[config.mk]
export PLATFORM = sky130hd
export DESIGN_NAME = rf_wr_arbiter_flat
export DESIGN_NICKNAME = d
export VERILOG_FILES = /design/src/rtl/rf_wr_arbiter_if.sv /design/src/rtl/rf_wr_arbiter.sv /design/src/flat_wrapper.sv
export SDC_FILE = /design/constraint.sdc
export NUM_CORES = 1
export LEC_CHECK = 0
export CAP_MARGIN = 20
export CORE_MARGIN = 1
export CORE_UTILIZATION = 34
export DETAILED_ROUTE_END_ITERATION = 8
export PLACE_DENSITY = 0.78
export SYNTH_ARGS = -nofsm -noshare
export SYNTH_HDL_FRONTEND = slang
export SYNTH_SLANG_ARGS = --single-unit
[constraint.sdc]
create_clock -name clk -period 3.21 [get_ports clk]
set_input_delay 0.321 -clock clk [delete_from_list [all_inputs] [get_ports clk]]
set_output_delay 0.321 -clock clk [all_outputs]
set_load 0.03 [all_outputs]
[src/rtl/rf_wr_arbiter_if.sv]
// rf_wr_arbiter_if: bundles the two write-requester handshakes and the
// register-file write-port outputs of rf_wr_arbiter into one interface.
// master: the requester side (drives valid/reg/data, observes everything else).
// slave:  the arbiter (drives readies, the rf write port and initDone).
interface rf_wr_arbiter_if #(
    parameter int DATA_W = 64,
    parameter int ADDR_W = 5
);
    // Requester 0 (e.g. ALU writeback)
    logic              req0Valid;
    logic              req0Ready;
    logic [ADDR_W-1:0] req0Reg;
    logic [DATA_W-1:0] req0Data;

    // Requester 1 (e.g. load unit)
    logic              req1Valid;
    logic              req1Ready;
    logic [ADDR_W-1:0] req1Reg;
    logic [DATA_W-1:0] req1Data;

    // Register-file write port and init status
    logic [ADDR_W-1:0] rfWReg;
    logic [DATA_W-1:0] rfData;
    logic              rfRegWrite;
    logic              initDone;

    modport master (
        output req0Valid, req0Reg, req0Data,
        output req1Valid, req1Reg, req1Data,
        input  req0Ready, req1Ready,
        input  rfWReg, rfData, rfRegWrite, initDone
    );

    modport slave (
        input  req0Valid, req0Reg, req0Data,
        input  req1Valid, req1Reg, req1Data,
        output req0Ready, req1Ready,
        output rfWReg, rfData, rfRegWrite, initDone
    );
endinterface

[src/rtl/rf_wr_arbiter.sv]
// rf_wr_arbiter: owns the single write port of the 32 x 64-bit register file.
// After reset it clears every register (INIT), then arbitrates two
// valid/ready requesters round-robin (RUN). All rf-facing outputs are
// registered, so an accepted write reaches the rf one cycle after acceptance.
// Optional feature macro: RF_ARB_ZERO_DROP_EN -- when defined, accepted RUN
// writes to register 0 complete their handshake but are not issued, keeping
// register 0 hard-wired to zero.
module rf_wr_arbiter #(
    parameter int DATA_W = 64,
    parameter int ADDR_W = 5,
    parameter int NREGS  = 32
) (
    input  logic             clk,
    input  logic             reset,
    rf_wr_arbiter_if.slave   bus
);

    typedef enum logic {
        INIT = 1'b0,
        RUN  = 1'b1
    } arbState_t;

    // One extra bit keeps the last-address compare free of wrap ambiguity.
    localparam logic [ADDR_W:0] LAST_IDX = (ADDR_W+1)'(NREGS - 1);

    arbState_t         stateReg,      stateNext;
    logic [ADDR_W:0]   initCntReg,    initCntNext;
    logic              ptrReg,        ptrNext;
    logic              rfRegWriteReg, rfRegWriteNext;
    logic [ADDR_W-1:0] rfWRegReg,     rfWRegNext;
    logic [DATA_W-1:0] rfDataReg,     rfDataNext;
    logic              initDoneReg,   initDoneNext;

    // Requesters gathered into arrays so the grant logic is written once.
    logic              reqValid [2];
    logic [ADDR_W-1:0] reqReg   [2];
    logic [DATA_W-1:0] reqData  [2];
    logic [1:0]        grant;
    logic              arbEnable;
    logic              xfer;
    logic [ADDR_W-1:0] selReg;
    logic [DATA_W-1:0] selData;

    assign reqValid[0] = bus.req0Valid;
    assign reqValid[1] = bus.req1Valid;
    assign reqReg[0]   = bus.req0Reg;
    assign reqReg[1]   = bus.req1Reg;
    assign reqData[0]  = bus.req0Data;
    assign reqData[1]  = bus.req1Data;

    // Readies are only ever offered in RUN and never while reset is asserted.
    assign arbEnable = !reset && (stateReg == RUN);

    // A requester wins if it is valid and either alone or favoured by the pointer.
    generate
        for (genvar gi = 0; gi < 2; gi++) begin : g_grant
            assign grant[gi] = arbEnable && reqValid[gi] &&
                               (!reqValid[1-gi] || (ptrReg == 1'(gi)));
        end
    endgenerate

    assign bus.req0Ready = grant[0];
    assign bus.req1Ready = grant[1];

    // Ready implies valid, so any grant is a completed transfer this cycle.
    assign xfer    = |grant;
    assign selReg  = grant[1] ? reqReg[1]  : reqReg[0];
    assign selData = grant[1] ? reqData[1] : reqData[0];

    // Next-state and next-output logic for the INIT/RUN sequencer.
    always_comb begin
        stateNext      = stateReg;
        initCntNext    = initCntReg;
        ptrNext        = ptrReg;
        rfRegWriteNext = 1'b0;
        rfWRegNext     = rfWRegReg;
        rfDataNext     = rfDataReg;
        initDoneNext   = initDoneReg;

        case (stateReg)
            INIT: begin
                rfRegWriteNext = 1'b1;
                rfWRegNext     = initCntReg[ADDR_W-1:0];
                rfDataNext     = '0;
                initCntNext    = initCntReg + 1'b1;
                if (initCntReg == LAST_IDX) begin
                    stateNext    = RUN;
                    initDoneNext = 1'b1;
                end
            end

            RUN: begin
                if (xfer) begin
                    // Hand priority to the requester that just lost (or was idle).
                    ptrNext = grant[0];
`ifdef RF_ARB_ZERO_DROP_EN
                    if (selReg != '0) begin
                        rfRegWriteNext = 1'b1;
                        rfWRegNext     = selReg;
                        rfDataNext     = selData;
                    end
`else
                    rfRegWriteNext = 1'b1;
                    rfWRegNext     = selReg;
                    rfDataNext     = selData;
`endif
                end
            end

            default: begin
                stateNext = INIT;
            end
        endcase
    end

    // State and output registers; reset cancels any in-flight write.
    always_ff @(posedge clk) begin
        if (reset) begin
            stateReg      <= INIT;
            initCntReg    <= '0;
            ptrReg        <= 1'b0;
            rfRegWriteReg <= 1'b0;
            rfWRegReg     <= '0;
            rfDataReg     <= '0;
            initDoneReg   <= 1'b0;
        end else begin
            stateReg      <= stateNext;
            initCntReg    <= initCntNext;
            ptrReg        <= ptrNext;
            rfRegWriteReg <= rfRegWriteNext;
            rfWRegReg     <= rfWRegNext;
            rfDataReg     <= rfDataNext;
            initDoneReg   <= initDoneNext;
        end
    end

    assign bus.rfRegWrite = rfRegWriteReg;
    assign bus.rfWReg     = rfWRegReg;
    assign bus.rfData     = rfDataReg;
    assign bus.initDone   = initDoneReg;

endmodule

[src/flat_wrapper.sv]
// flat-port wrapper written by rule: the top's interface ports become plain ports
module rf_wr_arbiter_flat 
#(
    parameter int DATA_W = 64,
    parameter int ADDR_W = 5,
    parameter int NREGS  = 32
)
  (clk, reset, bus_req0Valid, bus_req0Reg, bus_req0Data, bus_req1Valid, bus_req1Reg, bus_req1Data, bus_req0Ready, bus_req1Ready, bus_rfWReg, bus_rfData, bus_rfRegWrite, bus_initDone);
  rf_wr_arbiter_if #(.DATA_W(DATA_W), .ADDR_W(ADDR_W)) bus_i ();
  input  logic clk;
  input  logic reset;
  input wire logic [$bits(bus_i.req0Valid)-1:0] bus_req0Valid;
  input wire logic [$bits(bus_i.req0Reg)-1:0] bus_req0Reg;
  input wire logic [$bits(bus_i.req0Data)-1:0] bus_req0Data;
  input wire logic [$bits(bus_i.req1Valid)-1:0] bus_req1Valid;
  input wire logic [$bits(bus_i.req1Reg)-1:0] bus_req1Reg;
  input wire logic [$bits(bus_i.req1Data)-1:0] bus_req1Data;
  output wire logic [$bits(bus_i.req0Ready)-1:0] bus_req0Ready;
  output wire logic [$bits(bus_i.req1Ready)-1:0] bus_req1Ready;
  output wire logic [$bits(bus_i.rfWReg)-1:0] bus_rfWReg;
  output wire logic [$bits(bus_i.rfData)-1:0] bus_rfData;
  output wire logic [$bits(bus_i.rfRegWrite)-1:0] bus_rfRegWrite;
  output wire logic [$bits(bus_i.initDone)-1:0] bus_initDone;
  assign bus_i.req0Valid = bus_req0Valid;
  assign bus_i.req0Reg = bus_req0Reg;
  assign bus_i.req0Data = bus_req0Data;
  assign bus_i.req1Valid = bus_req1Valid;
  assign bus_i.req1Reg = bus_req1Reg;
  assign bus_i.req1Data = bus_req1Data;
  assign bus_req0Ready = bus_i.req0Ready;
  assign bus_req1Ready = bus_i.req1Ready;
  assign bus_rfWReg = bus_i.rfWReg;
  assign bus_rfData = bus_i.rfData;
  assign bus_rfRegWrite = bus_i.rfRegWrite;
  assign bus_initDone = bus_i.initDone;
  rf_wr_arbiter #(.DATA_W(DATA_W), .ADDR_W(ADDR_W), .NREGS(NREGS)) u_core (.clk(clk), .reset(reset), .bus(bus_i));
endmodule
After elaboration in Yosys (flattened, before gate mapping)
Cells that the tools add are included.
{"block": "classes", "add_sub_neg": 1, "multipliers": 0, "n_div": 0, "magnitude_cmp": 0, "n_eq_ne": 2, "n_shift": 0, "mux": 10, "n_bitwise": 2, "n_reduce_logical": 13}
{"operator": "two-way mux 64 bit", "count": 2}
{"operator": "one-hot mux 64 bit (2 select lines)", "count": 1}
{"operator": "two-way mux 5 bit", "count": 2}
{"operator": "one-hot mux 5 bit (2 select lines)", "count": 1}
{"operator": "adder 6 x 1 -> 6 bit (second input constant)", "count": 1}
{"operator": "equality test 6 x 5 -> 1 bit (second input constant)", "count": 1}
{"operator": "logical AND 1 bit", "count": 5}
{"operator": "AND reduction 2 bit", "count": 2}
{"operator": "zero test 1 bit", "count": 3}
{"operator": "two-way mux 1 bit", "count": 3}
{"operator": "logical OR 1 bit", "count": 2}
{"operator": "!= test 2 bit (second input constant)", "count": 1}
{"operator": "NOT 1 bit", "count": 2}
{"operator": "one-hot mux 1 bit (2 select lines)", "count": 1}
{"operator": "OR reduction 2 bit", "count": 1}
{"block": "totals", "reg_bits": 79, "latchBits": 0, "ramBits": 0, "romBits": 0, "in_bits": 142, "out_inout_bits": 73, "wordCells": 35, "mem_count": 0}

Depth between registers and ports, before layout
{"block": "depth", "word_depth": 7, "mapped_depth": 7, "ltp_nobuf": 4}

Worst setup path before layout
OpenSTA, ideal clock, no wires.
{"block": "synth_timing", "kind": "input to output", "start": "input port bus_req1Valid", "end": "output port bus_req1Ready", "t_arrival_ns": 1.214, "required_time_ns": 2.889, "path_slack_ns": 1.675, "cell_stages": 4, "n_path_buf": 2, "path_cell_list": "buf_6 -> nand3b_1 -> clkbuf_1 -> nor2_1"}
{"block": "synth_between", "elab_chain_len": 2}
{"item": "from (decl)", "line_no": "flat_wrapper.sv:15", "rtl": "input wire logic [$bits(bus_i.req1Valid)-1:0] bus_req1Valid;"}
{"item": "logical AND 1 bit (2 in a row)", "line_no": "rf_wr_arbiter.sv:57", "rtl": "assign grant[gi] = arbEnable && reqValid[gi] &&"}
{"item": "to (decl)", "line_no": "flat_wrapper.sv:19", "rtl": "output wire logic [$bits(bus_i.req1Ready)-1:0] bus_req1Ready;"}
Every way passes these cells.

Worst setup path after layout
{"block": "layout_timing", "start": "register u_core.stateReg", "end": "output port bus_req0Ready"}
{"block": "layout_between", "elab_chain_len": 3}
{"item": "from (decl)", "line_no": "rf_wr_arbiter.sv:26", "rtl": "arbState_t stateReg, stateNext;"}
{"item": "from (signal assigned)", "line_no": "rf_wr_arbiter.sv:127", "rtl": "stateReg <= stateNext;"}
{"item": "logical AND 1 bit", "line_no": "rf_wr_arbiter.sv:52", "rtl": "assign arbEnable = !reset && (stateReg == RUN);"}
{"item": "logical AND 1 bit (2 in a row)", "line_no": "rf_wr_arbiter.sv:57"}
{"item": "to (decl)", "line_no": "flat_wrapper.sv:18", "rtl": "output wire logic [$bits(bus_i.req0Ready)-1:0] bus_req0Ready;"}
Every way passes these cells.

==> flow_metrics.py <==
metrics = {
    "synth": {
        "synth_fa_ha_area_share_pct": 0.308,
        "synth_top_family_by_area": "compound AO/OA/AOI/OAI gates",
        "synth_xor_xnor_area_share_pct": 0.863,
        "synth_nets": 608,
        "syn_area_per_cell_sq_um": 8.73,
        "synthTopCellsByArea": "dfxtp_1 (39%), a311oi_1 (15%), o211ai_1 (10%), o21ai_0 (8.6%), a21oi_1 (8.1%)",
        "synth_compound_area_share_pct": 47.7,
        "synth_area_sq_mm": 0.00406,
        "yosys.area_share.simple_pct": 4.04,
        "async_reset_ff_share_pct": 0,
        "synth_cell_types": 34,
        "synth-seq-cells": 79,
        "muxShareOfSynthArea_pct": 0.246,
        "synth_ff_type": "dfxtp_1",
        "yosysSeqAreaShare_pct": 38.9,
        "yosys.area.top_type_share_pct": 38.9,
        "synth_top_area_cell": "dfxtp_1",
        "synth-edff-count": 0,
        "yosys_warnings": 0,
        "syn_inst": 465,
    },
    "clocking": {
        "cts_tree": "yes",
        "postCtsHoldBufs": 0,
        "clkTransAtPathRegs_ns": 0.07,
        "worstSkewPairLatency_ns": 0.33,
        "post_cts_resized": 0,
        "clock-root-buffer": "clkbuf_16",
        "clock_path_buffers": 2,
        "cts.sinks": 79,
        "ctsHtreeMaxLevel": 3,
        "post_cts_buffers": 0,
        "numCtsBuffers": 9,
    },
    "floorplanning": {
        "dieArea_sq_mm": 0.0124,
        "core-area_sq_mm": 0.0115,
        "start_util_pct": 35.3,
        "io_pins": 215,
        "row_count": 39,
        "die_h_um": 111,
        "die_w_um": 111,
    },
    "finish": {
        "fin_util_pct": 56.2,
        "area_growth_pct": 59.4,
        "nets": 776,
        "drive_above_1_share_pct": 7.99,
        "nFillCells": 1063,
        "fin_cells": 782,
    },
    "worst_hold_path": {
        "hold_end": "u_core.bus.initDone",
        "hp-start": "u_core.bus.initDone",
        "hold_path_depth": 1,
        "hold_class": "flip-flop to flip-flop",
    },
    "global_route": {
        "grt_overflow": 0,
        "grt_usage_pct": 24.9,
        "grt_max_degree": 71,
        "grt_pass1_vias": 5050,
        "antenna_found_initial": 1,
        "grt_first_pass_wirelength_mm": 25.1,
    },
    "sta": {
        "rsz0062_at_grt": "false",
        "relSlewSlack_pct": 44.3,
        "setup_viol": 0,
        "max_freq_ghz": 0.391,
        "setup_tns_ns": 0,
        "fin_worst_skew_ns": 0.0105,
        "fin_crit_sh_pct": 79.7,
        "min_period_ns": 2.56,
        "drv_slew": 0,
        "tightest_slew_ns": 0.835,
        "finalHoldViolCount": 0,
    },
    "power": {
        "power_density_mw_per_mm2": 360,
        "pwr-share-clk_pct": 43.6,
        "power.internal_uw": 1750,
        "switching_share_pct": 25.2,
        "power_frac_comb_pct": 14.0,
        "ir_drop_v": 0.000221,
        "switchingPower_uw": 588,
        "leakagePower_uw": 0.00217,
        "power_frac_seq_pct": 42.4,
    },
    "setup_path": {
        "cp_max_fo": 38,
        "startpoint_type": "flip-flop",
        "endpoint_kind": "output port",
        "critical_path_class": "flip-flop to output port",
        "r2r_slack_ns": 1.37,
        "cp_data_arrival_time_ns": 2.24,
        "critPathRequiredTime_ns": 2.89,
        "reg2reg_depth": 4,
        "reg2reg_to": "u_core.initCntReg[5]",
        "r2r_start": "u_core.stateReg",
    },
    "place": {
        "port_buffers": 214,
        "dpl.hpwl_mm": 9.72,
        "dpl.cell_count": 765,
        "gp_congestion": 0.774,
    },
    "run": {
        "maxCapViolCount": 0,
    },
    "drt": {
        "via_per_inst": 6.14,
        "wirelength_mm": 15.5,
        "drt_iter0_drc": 453,
        "first_pass_iters": 8,
        "wl_per_cell_um": 19.8,
        "drtAntennaViolNets": 0,
        "routed-via-count": 4800,
        "drcViolationCount": 24,
    },
    "status": {
        "violations": "DRC",
        "status": "finished, violations left",
    },
}
power groups by stage:
stage | Clock (uW) | Combinational, uW | Sequential (uW)
global route | 1090 | 348 | 991
detailed placement | 0 | 324 | 1010
CTS | 1050 | 325 | 990
finish | 1020 | 326 | 990
global placement | 0 | 319 | 1010
floorplan | 0 | 109 | 1020
synth_stat cells, types with 2 or more instances:
master and count:
dfxtp_1 79, nand2_1 3, o211ai_1 54, a221oi_2 4, nand4b_1 2, xor2_1 3, clkbuf_1 50, nor2b_1 5
and2b_1 2, buf_2 13, a311oi_1 69, o21ai_0 70, a211oi_1 5, o211ai_2 10, buf_6 4, buf_4 2
a21oi_1 66, nand2b_1 3, nor2_1 6
placed cells by master (no fill, tap or decap), types with 2 or more instances in the layout:
cell	instances
clkdlybuf4s50_1	213
dfxtp_1	78
o21ai_0	70
a311oi_1	69
a21oi_1	66
o211ai_1	54
buf_4	13
o211ai_2	10
clkbuf_16	10
nor2_1	6
nor2b_1	5
a211oi_1	5
a221oi_2	4
nand2_1	3
xor2_1	3
clkinvlp_4	3
inv_6	3
nand2b_2	2
nand4b_1	2
layer usage:
layer	vias to the layer above	routed length, um	global-route usage [%]
met5	-	0	0
met4	0	327	8.83
met3	28	1170	6.89
met2	246	7630	43.8
met1	2330	6350	28.7
li1	2196	-	-
state kept, by name (all words and copies together) (netlist names):
register / cells
u_core.bus.rfData: 64
u_core.initCntReg: 6
u_core.bus.rfWReg: 5
u_core.bus.initDone: 1
u_core.bus.rfRegWrite: 1
u_core.ptrReg: 1
u_core.stateReg: 1
kinds of logic (layout without fill, tap and decap cells):
group / Yosys count / in the layout
AOI/OAI and AO/OA: 281 / 281
DFF: 79 / 79
buffers and inverters: 71 / 244
and+or+nand+nor: 28 / 28
xor gates and xnor gates: 4 / 4
adders and majority gates: 1 / 1
muxes: 1 / 1
other: 0 / 1
stage by stage:
stage / worst slack [ns] / hold slack [ns] / area, sq um / power, uW
after global placement: 0.884 / 0.448 / 6170 / 1330
after CTS: 0.631 / 0.481 / 6470 / 2360
final: 0.652 / 0.478 / 6470 / 2330
after global routing: 0.515 / 0.488 / 6470 / 2430
after floorplan: 1.67 / 0.394 / 4060 / 1130
after detailed placement: 0.832 / 0.460 / 6170 / 1340
layout make-up:
cell class | count | area [sq um] | area share [%]
inverter | 1 | 3.75 | 0.0580
clock buffer | 10 | 250 | 3.87
antenna | 1 | 2.50 | 0.0387
tap | 143 | 179 | 2.76
sequential | 79 | 1590 | 24.5
timing repair buffer | 227 | 2230 | 34.5
multi-input combinational | 315 | 2170 | 33.5
clock inverter | 6 | 48.8 | 0.754
critical path, cell delays in order (launching register included):
cell             delay, ns
dfxtp_4               0.66
and2b_1               0.34
and3_1                0.23
clkdlybuf4s50_1       0.68
how the worst max path moves through the flow:
stage                                 end       startpoint  slack, ns  depth (start not counted)
global route                bus_req0Ready  u_core.stateReg       0.51                          3
finish                      bus_req0Ready  u_core.stateReg       0.65                          3
global placement            bus_req0Ready            reset       0.88                          4
floorplan                   bus_req1Ready    bus_req1Valid       1.67                          4
CTS                         bus_req0Ready  u_core.stateReg       0.63                          3
detailed placement  u_core.bus.rfData[58]            reset       0.83                          6
Note: power is estimated with default switching activity, not from simulation.
